File: config.mk
export PLATFORM = sky130hd
export DESIGN_NAME = mod_mult_serial
export DESIGN_NICKNAME = d
export VERILOG_FILES = /design/src/rtl/mod_mult_serial.sv
export SDC_FILE = /design/constraint.sdc
export NUM_CORES = 2
export LEC_CHECK = 0
export BUFFER_PORTS_ARGS = -buffer_cell sky130_fd_sc_hd__clkbuf_2
export CAP_MARGIN = 10
export CORE_MARGIN = 3
export CORE_UTILIZATION = 55
export DETAILED_ROUTE_END_ITERATION = 8
export MAX_ROUTING_LAYER = met4
export PLACE_DENSITY = 0.9
export SLEW_MARGIN = 10
export SYNTH_ARGS = -nofsm -noshare
export SYNTH_HDL_FRONTEND = slang
export SYNTH_SLANG_ARGS = --single-unit
File: constraint.sdc
create_clock -name clk -period 13.4 [get_ports clk]
set_clock_uncertainty 0.2 [all_clocks]
set_input_delay 0.67 -clock clk [delete_from_list [all_inputs] [get_ports clk]]
set_output_delay 0.67 -clock clk [all_outputs]
set_load 0.01 [all_outputs]
File: src/rtl/mod_mult_serial.sv
// mod_mult_serial: bit-serial (a * b) mod n, one multiplier bit per clock, MSB first.
// Interleaved shift-add; two conditional subtractions per step keep the accumulator below n.
module mod_mult_serial #(
  parameter int WIDTH = 128
) (
  input  logic             clk,
  input  logic             reset,
  input  logic             start,
  input  logic [WIDTH-1:0] a,
  input  logic [WIDTH-1:0] b,
  input  logic [WIDTH-1:0] n,
  output logic             busy,
  output logic             done,
  output logic [WIDTH-1:0] result,
  output logic             err
);

  localparam int IW = $clog2(WIDTH);
  localparam logic [IW-1:0] LAST_IDX = IW'(WIDTH - 1);

  typedef enum logic [1:0] {
    S_IDLE,
    S_RUN,
    S_DONE
  } state_t;

  state_t           r_state;
  logic [WIDTH-1:0] r_a;
  logic [WIDTH-1:0] r_b;
  logic [WIDTH-1:0] r_n;
  logic [WIDTH-1:0] r_acc;
  logic [IW-1:0]    r_idx;
  logic             r_busy;
  logic             r_done;
  logic             r_err;
  logic [WIDTH-1:0] r_result;

  logic [WIDTH+1:0] w_n_ext;
  logic [WIDTH+1:0] w_addend;
  logic [WIDTH+1:0] w_t0;
  logic [WIDTH+1:0] w_t1;
  logic [WIDTH-1:0] w_next;
  logic             w_bad_op;

  // r < n and b < n bound t below 3n, so WIDTH+2 bits and two subtractions suffice
  assign w_n_ext  = {2'b00, r_n};
  assign w_addend = r_a[r_idx] ? {2'b00, r_b} : '0;
  assign w_t0     = {1'b0, r_acc, 1'b0} + w_addend;
  assign w_t1     = (w_t0 >= w_n_ext) ? (w_t0 - w_n_ext) : w_t0;
  assign w_next   = (w_t1 >= w_n_ext) ? WIDTH'(w_t1 - w_n_ext) : w_t1[WIDTH-1:0];

  assign w_bad_op = (n == '0) || (b >= n);

  always_ff @(posedge clk) begin
    if (reset) begin
      r_state  <= S_IDLE;
      r_a      <= '0;
      r_b      <= '0;
      r_n      <= '0;
      r_acc    <= '0;
      r_idx    <= '0;
      r_busy   <= 1'b0;
      r_done   <= 1'b0;
      r_err    <= 1'b0;
      r_result <= '0;
    end else begin
      r_done <= 1'b0;
      case (r_state)
        S_IDLE: begin
          if (start) begin
            r_a   <= a;
            r_b   <= b;
            r_n   <= n;
            r_err <= 1'b0;
            if (w_bad_op) begin
              r_result <= '0;
              r_err    <= 1'b1;
              r_state  <= S_DONE;
            end else begin
              r_acc   <= '0;
              r_idx   <= LAST_IDX;
              r_busy  <= 1'b1;
              r_state <= S_RUN;
            end
          end
        end
        S_RUN: begin
          r_acc <= w_next;
          if (r_idx == '0) begin
            r_result <= w_next;
            r_busy   <= 1'b0;
            r_state  <= S_DONE;
          end else begin
            r_idx <= r_idx - 1'b1;
          end
        end
        S_DONE: begin
          r_done  <= 1'b1;
          r_state <= S_IDLE;
        end
        default: r_state <= S_IDLE;
      endcase
    end
  end

  assign busy   = r_busy;
  assign done   = r_done;
  assign result = r_result;
  assign err    = r_err;

endmodule

==> impl_metrics.csv, run 1 <==
group,metric,value,unit
clock_network,clockBufferDepth,3,
global_route,grtUsageTotal,0.654,
clock_network,cts_buffers,71,
floorplan,die_width,322,um
place,place.gp.congestion,1.14,
floorplan,dieHeight,322,um
synth,yosysUniqueCellTypes,106,
synth,synth.cell_area,55000,sq um
timing,crit_endpoint,"r_acc[118]$_SDFFE_PP0P_/D",
synth,ys_async_sr_fraction,0,
synth,synth_cells,7639,
place,dp_hpwl,213000,um
synth,ys_seq_elements,652,
outcome,status,"stopped before the end",
synth,avgSynthCellArea,7.20,sq um
synth,ys_warn_count,0,
clock_network,cts.htree.levels,3,
global_route,grt_max_degree,111,
clock_network,cts_root_buffer,"clkbuf_16",
synth,ys_seq_area_frac,0.237,
synth,synth_edf_count,0,
clock_network,cts_sinks,652,
outcome,error,"[ERROR GRT-0232] Routing congestion too high. Check the congestion heatmap in the GUI.",
floorplan,io_pins,518,
floorplan,initial_utilization,0.557,
place,port_buffers,517,
global_route,antenna_found_initial,64,
outcome,lastStage,"global routing (5_1_grt)",
place,placedCellCount,10700,
synth,ys.flop_type,"dfxtp_1",
synth,synth_nets,8542,
timing,worstEndpointType,"sequential cell input",
global_route,gr-total-overflow,81,
floorplan,placementRows,115,
## logic make-up after synthesis
family	count (synthesis)	synth area share
flops	652	0.237
compound gates	2484	0.274
simple gates	2662	0.219
mux	115	0.0316
buf+inv	843	0.0620
fa+ha+maj	516	0.118
xor+xnor	367	0.0585
## Yosys cell counts (68+ instances only)
cell / instances / area, sq um
ha_1: 513 / 6420
nor2_1: 446 / 1670
xnor2_1: 217 / 1900
inv_1: 383 / 1440
o21ai_1: 118 / 591
o21ai_0: 436 / 2180
xor2_1: 150 / 1310
nor3_1: 91 / 455
a21o_1: 256 / 1920
nand4_1: 186 / 1160
clkbuf_1: 371 / 1390
o21bai_1: 100 / 751
nand3_1: 82 / 410
a21oi_1: 1045 / 5230
nor4_1: 68 / 425
dfxtp_1: 652 / 13100
nand2_1: 1385 / 5200
nor2b_1: 172 / 1080
## per-stage QoR
stage	cell area, sq um	setup TNS, ns	setup slack, ns	util	hold slack, ns
CTS	74700	0	0.00356	0.756	0.000505
detailed placement	70400	-346.26	-1.57	0.713	0.241
global placement	70400	-321.62	-1.45	0.713	0.237
floorplan	55000	0	0.649	-	0.230
## metal layers
metal | overflow | global-route usage
met1 | 4 | 0.714
met2 | 27 | 0.835
met3 | 12 | 0.397
met4 | 38 | 0.529
met5 | - | -
## what timing repair did
action,in CTS
endpoints found under the setup margin,256
hold buffers,53
resized for setup,171
buffers inserted,43
gates cloned,7
hold endpoints to repair,53
pin swaps,59
==> inputs of run 2 (changes only) <==
--- a/config.mk
+++ b/config.mk
@@ -8,10 +8,9 @@
 export BUFFER_PORTS_ARGS = -buffer_cell sky130_fd_sc_hd__clkbuf_2
 export CAP_MARGIN = 10
 export CORE_MARGIN = 3
-export CORE_UTILIZATION = 55
+export CORE_UTILIZATION = 40
 export DETAILED_ROUTE_END_ITERATION = 8
-export MAX_ROUTING_LAYER = met4
-export PLACE_DENSITY = 0.9
+export PLACE_DENSITY_LB_ADDON = 0.15
 export SLEW_MARGIN = 10
 export SYNTH_ARGS = -nofsm -noshare
 export SYNTH_HDL_FRONTEND = slang
==> constraint.sdc (replaced) <==
create_clock -name clk -period 17.42 [get_ports clk]
set_clock_uncertainty 0.2 [all_clocks]
set_input_delay 0.871 -clock clk [delete_from_list [all_inputs] [get_ports clk]]
set_output_delay 0.871 -clock clk [all_outputs]
set_load 0.01 [all_outputs]
==> impl_metrics.csv, run 2 <==
group,metric,value,unit
clock_network,clockBufferDepth,3,
worst_hold_path,hold_depth,3,
floorplan,placementRows,135,
setup_path,critPathArrivalTime,16.90,ns
synth,ys_async_sr_fraction,0,
job,drv_cap,0,
setup_path,crit-reg2reg-launch,"r_idx[0]",
synth,ys_seq_area_frac,0.237,
setup_path,ff2ff_path_depth,45,
floorplan,dieHeight,377,um
drt,first_pass_iters,6,
timing,clock.fmax,0.0606,GHz
global_route,antenna_found_initial,7,
pwr,internal_power,6390,uW
setup_path,startpoint_type,"flip-flop",
drt,ant_nets,0,
place,dp_hpwl,201000,um
drt,wl_per_cell,25.2,um
timing,setup_viol,0,
setup_path,max_stage_delay,0.97,ns
clock_network,cts_tree,"done",
synth,netlist_top_cells_count,"nand2_1 (1,385), a21oi_1 (1,045), dfxtp_1 (652), ha_1 (513), nor2_1 (446)",
worst_hold_path,hold_start,"a[30]",
setup_path,path_class,"reg2reg",
setup_path,crit_path_start,"r_idx[0]",
synth,synth_top_cell_by_area,"dfxtp_1",
clock_network,cts_hold_buf,0,
global_route,grtUsageTotal,0.332,
pwr,max-vdd-ir-drop,0.152,mV
pwr,pwr-share-comb,0.759,
place,port_buffers,517,
cells_and_area,fin_nets,8801,
pwr,clkPwrFrac,0.116,
setup_path,endpoint_kind,"flip-flop",
outcome,status,"completed",
drt,routed-via-count,57900,
global_route,gr-total-overflow,0,
worst_hold_path,hold_end,"r_a[30]",
synth,yosys.area.top_type_share,0.237,
pwr,switching_share,0.555,
floorplan,initial_utilization,0.404,
timing,tns,0,ns
pwr,power_density,233,nW/um^2
floorplan,io_pins,518,
global_route,grt_max_degree,186,
synth,ys_warn_count,0,
cells_and_area,area_growth,12.1,%
worst_hold_path,hp-class,"in2reg",
cells_and_area,layout_commonest_cell,"nand2_1",
synth,synth.most_common_cell,"nand2_1",
setup_path,critPathSlowestCell,"nor4bb_2",
timing,rsz0062_at_grt,"false",
timing,worst_slew_pin_slew,1.25,ns
clock_network,cts.clk_slew.worst_paths,0.06,ns
clock_network,cts.htree.levels,3,
timing,period_minus_slack,16.50,ns
cells_and_area,layout_common_cells,"nand2_1 (1,384), a21oi_1 (1,045), dfxtp_1 (651)",
global_route,grt_first_pass_wirelength,358000,um
synth,post_synth_main_area_contributors,"dfxtp_1 (24%), ha_1 (12%), a21oi_1 (9.5%)",
synth,synth.cell_area,55000,sq um
drt,vias_per_cell,5.95,
timing,slew_viol_final,0,
timing,hold_viol_final,0,
setup_path,r2r_end,"result[127]",
synth,synth_nets,8542,
synth,synth_cells,7639,
synth,synth_edf_count,0,
floorplan,die-area,142000,sq um
clock_network,cts_root_buffer,"clkbuf_16",
pwr,pwr-share-seq,0.124,
setup_path,rrSetupSlack,0.92,ns
global_route,grt_pass1_vias,54100,
timing,finalCritPeriodShare,0.947,
setup_path,cpMostUsedCell,"o21ai_0",
clock_network,clock_latency,0.73,ns
setup_path,worstPathMaxFanout,23,
synth,avgSynthCellArea,7.20,sq um
floorplan,die_width,377,um
pwr,leakage,0.0272,uW
drt,first_iter_violations,5515,
cells_and_area,fin_util,0.453,
floorplan,core_area,136000,sq um
synth,yosysUniqueCellTypes,106,
timing,relSlewSlack,0.163,
pwr,p_sw,7980,uW
setup_path,worstPathRequired,17.82,ns
place,place.gp.congestion,1.01,
drt,routed_wl,246000,um
drt,drc,0,
synth,ys_seq_elements,652,
synth,ys.flop_type,"dfxtp_1",
clock_network,cts_buffers,76,
clock_network,cts_sinks,652,
cells_and_area,drive_gt1_frac,0.123,
==> run 2: final cells by class <==
| class | count | area, sq um |
|---|---|---|
| fill | 14100 | 74300 |
| multi-input combinational | 6144 | 38700 |
| sequential | 652 | 13100 |
| timing repair buffer | 640 | 3720 |
| tap | 1781 | 2230 |
| clock buffer | 109 | 2180 |
| inverter | 384 | 1440 |
| clock inverter | 26 | 367 |
| antenna | 3 | 7.51 |
==> run 2: layer usage <==
metal / vias up / GRT usage / part of all wire
met2: 2341 / 0.510 / 0.43
met5: - / 0 / 0.000033
met4: 2 / 0.100 / 0.034
met3: 324 / 0.0577 / 0.078
met1: 27800 / 0.471 / 0.46
li1: 27500 / - / -
==> run 2: timing repair <==
| item | 4_1_cts | 5_1_grt |
|---|---|---|
| setup buffers | 0 | 3 |
| setup endpoints to repair | 0 | 252 |
| resized for setup | 0 | 2 |
| hold endpoints to repair | 0 | 0 |
==> run 2: worst max-delay path, delay by kind of cell (launching register included) <==
family	cells	cell delay, ns
multiplexers	4	1.72
AO/OA/AOI/OAI	28	9.40
adder cells (fa/ha/maj)	3	1.18
XOR/XNOR	3	0.93
AND/OR/NAND/NOR	5	1.78
flip-flops	1	0.66
buffers and inverters	2	0.44
==> run 2: how the worst max path moves through the flow <==
stage | end | slack [ns]
2_1_floorplan | result[52] | 4.67
3_3_place_gp | r_acc[127] | 0.77
4_1_cts | r_acc[39] | 0.52
3_5_place_dp | r_acc[72] | 0.57
6_report | result[127] | 0.92
5_1_grt | result[80] | 0.28
==> run 2: cells by family after synthesis <==
group,share of synthesized area
muxes,0.0316
adders and majority gates,0.118
DFF,0.237
xor gates and xnor gates,0.0585
buffers and inverters,0.0620
AOI/OAI and AO/OA,0.274
and+or+nand+nor,0.219
==> run 2: through the flow <==
| stage | instances | worst slack, ns | cell area (sq um) | total power (uW) | hold slack, ns |
|---|---|---|---|---|---|
| 2_1_floorplan | 7639 | 4.67 | 55000 | 8800 | 0.230 |
| 3_3_place_gp | 9598 | 0.766 | 59100 | 12400 | 0.226 |
| 3_5_place_dp | 9598 | 0.573 | 59100 | 12400 | 0.232 |
| 4_1_cts | 9733 | 0.516 | 61600 | 14100 | 0.110 |
| 5_1_grt | 9737 | 0.281 | 61700 | 15200 | 0.152 |
| 6_report | 9739 | 0.920 | 61700 | 14400 | 0.159 |
==> run 2: power groups by stage <==
stage	Clock (uW)	Combinational, uW	Sequential [uW]
global placement	0	10600	1810
CTS	1710	10600	1780
detailed placement	0	10600	1810
finish	1670	10900	1780
floorplan	0	7020	1780
global route	1760	11700	1800
(Power assumes the default switching activity.)
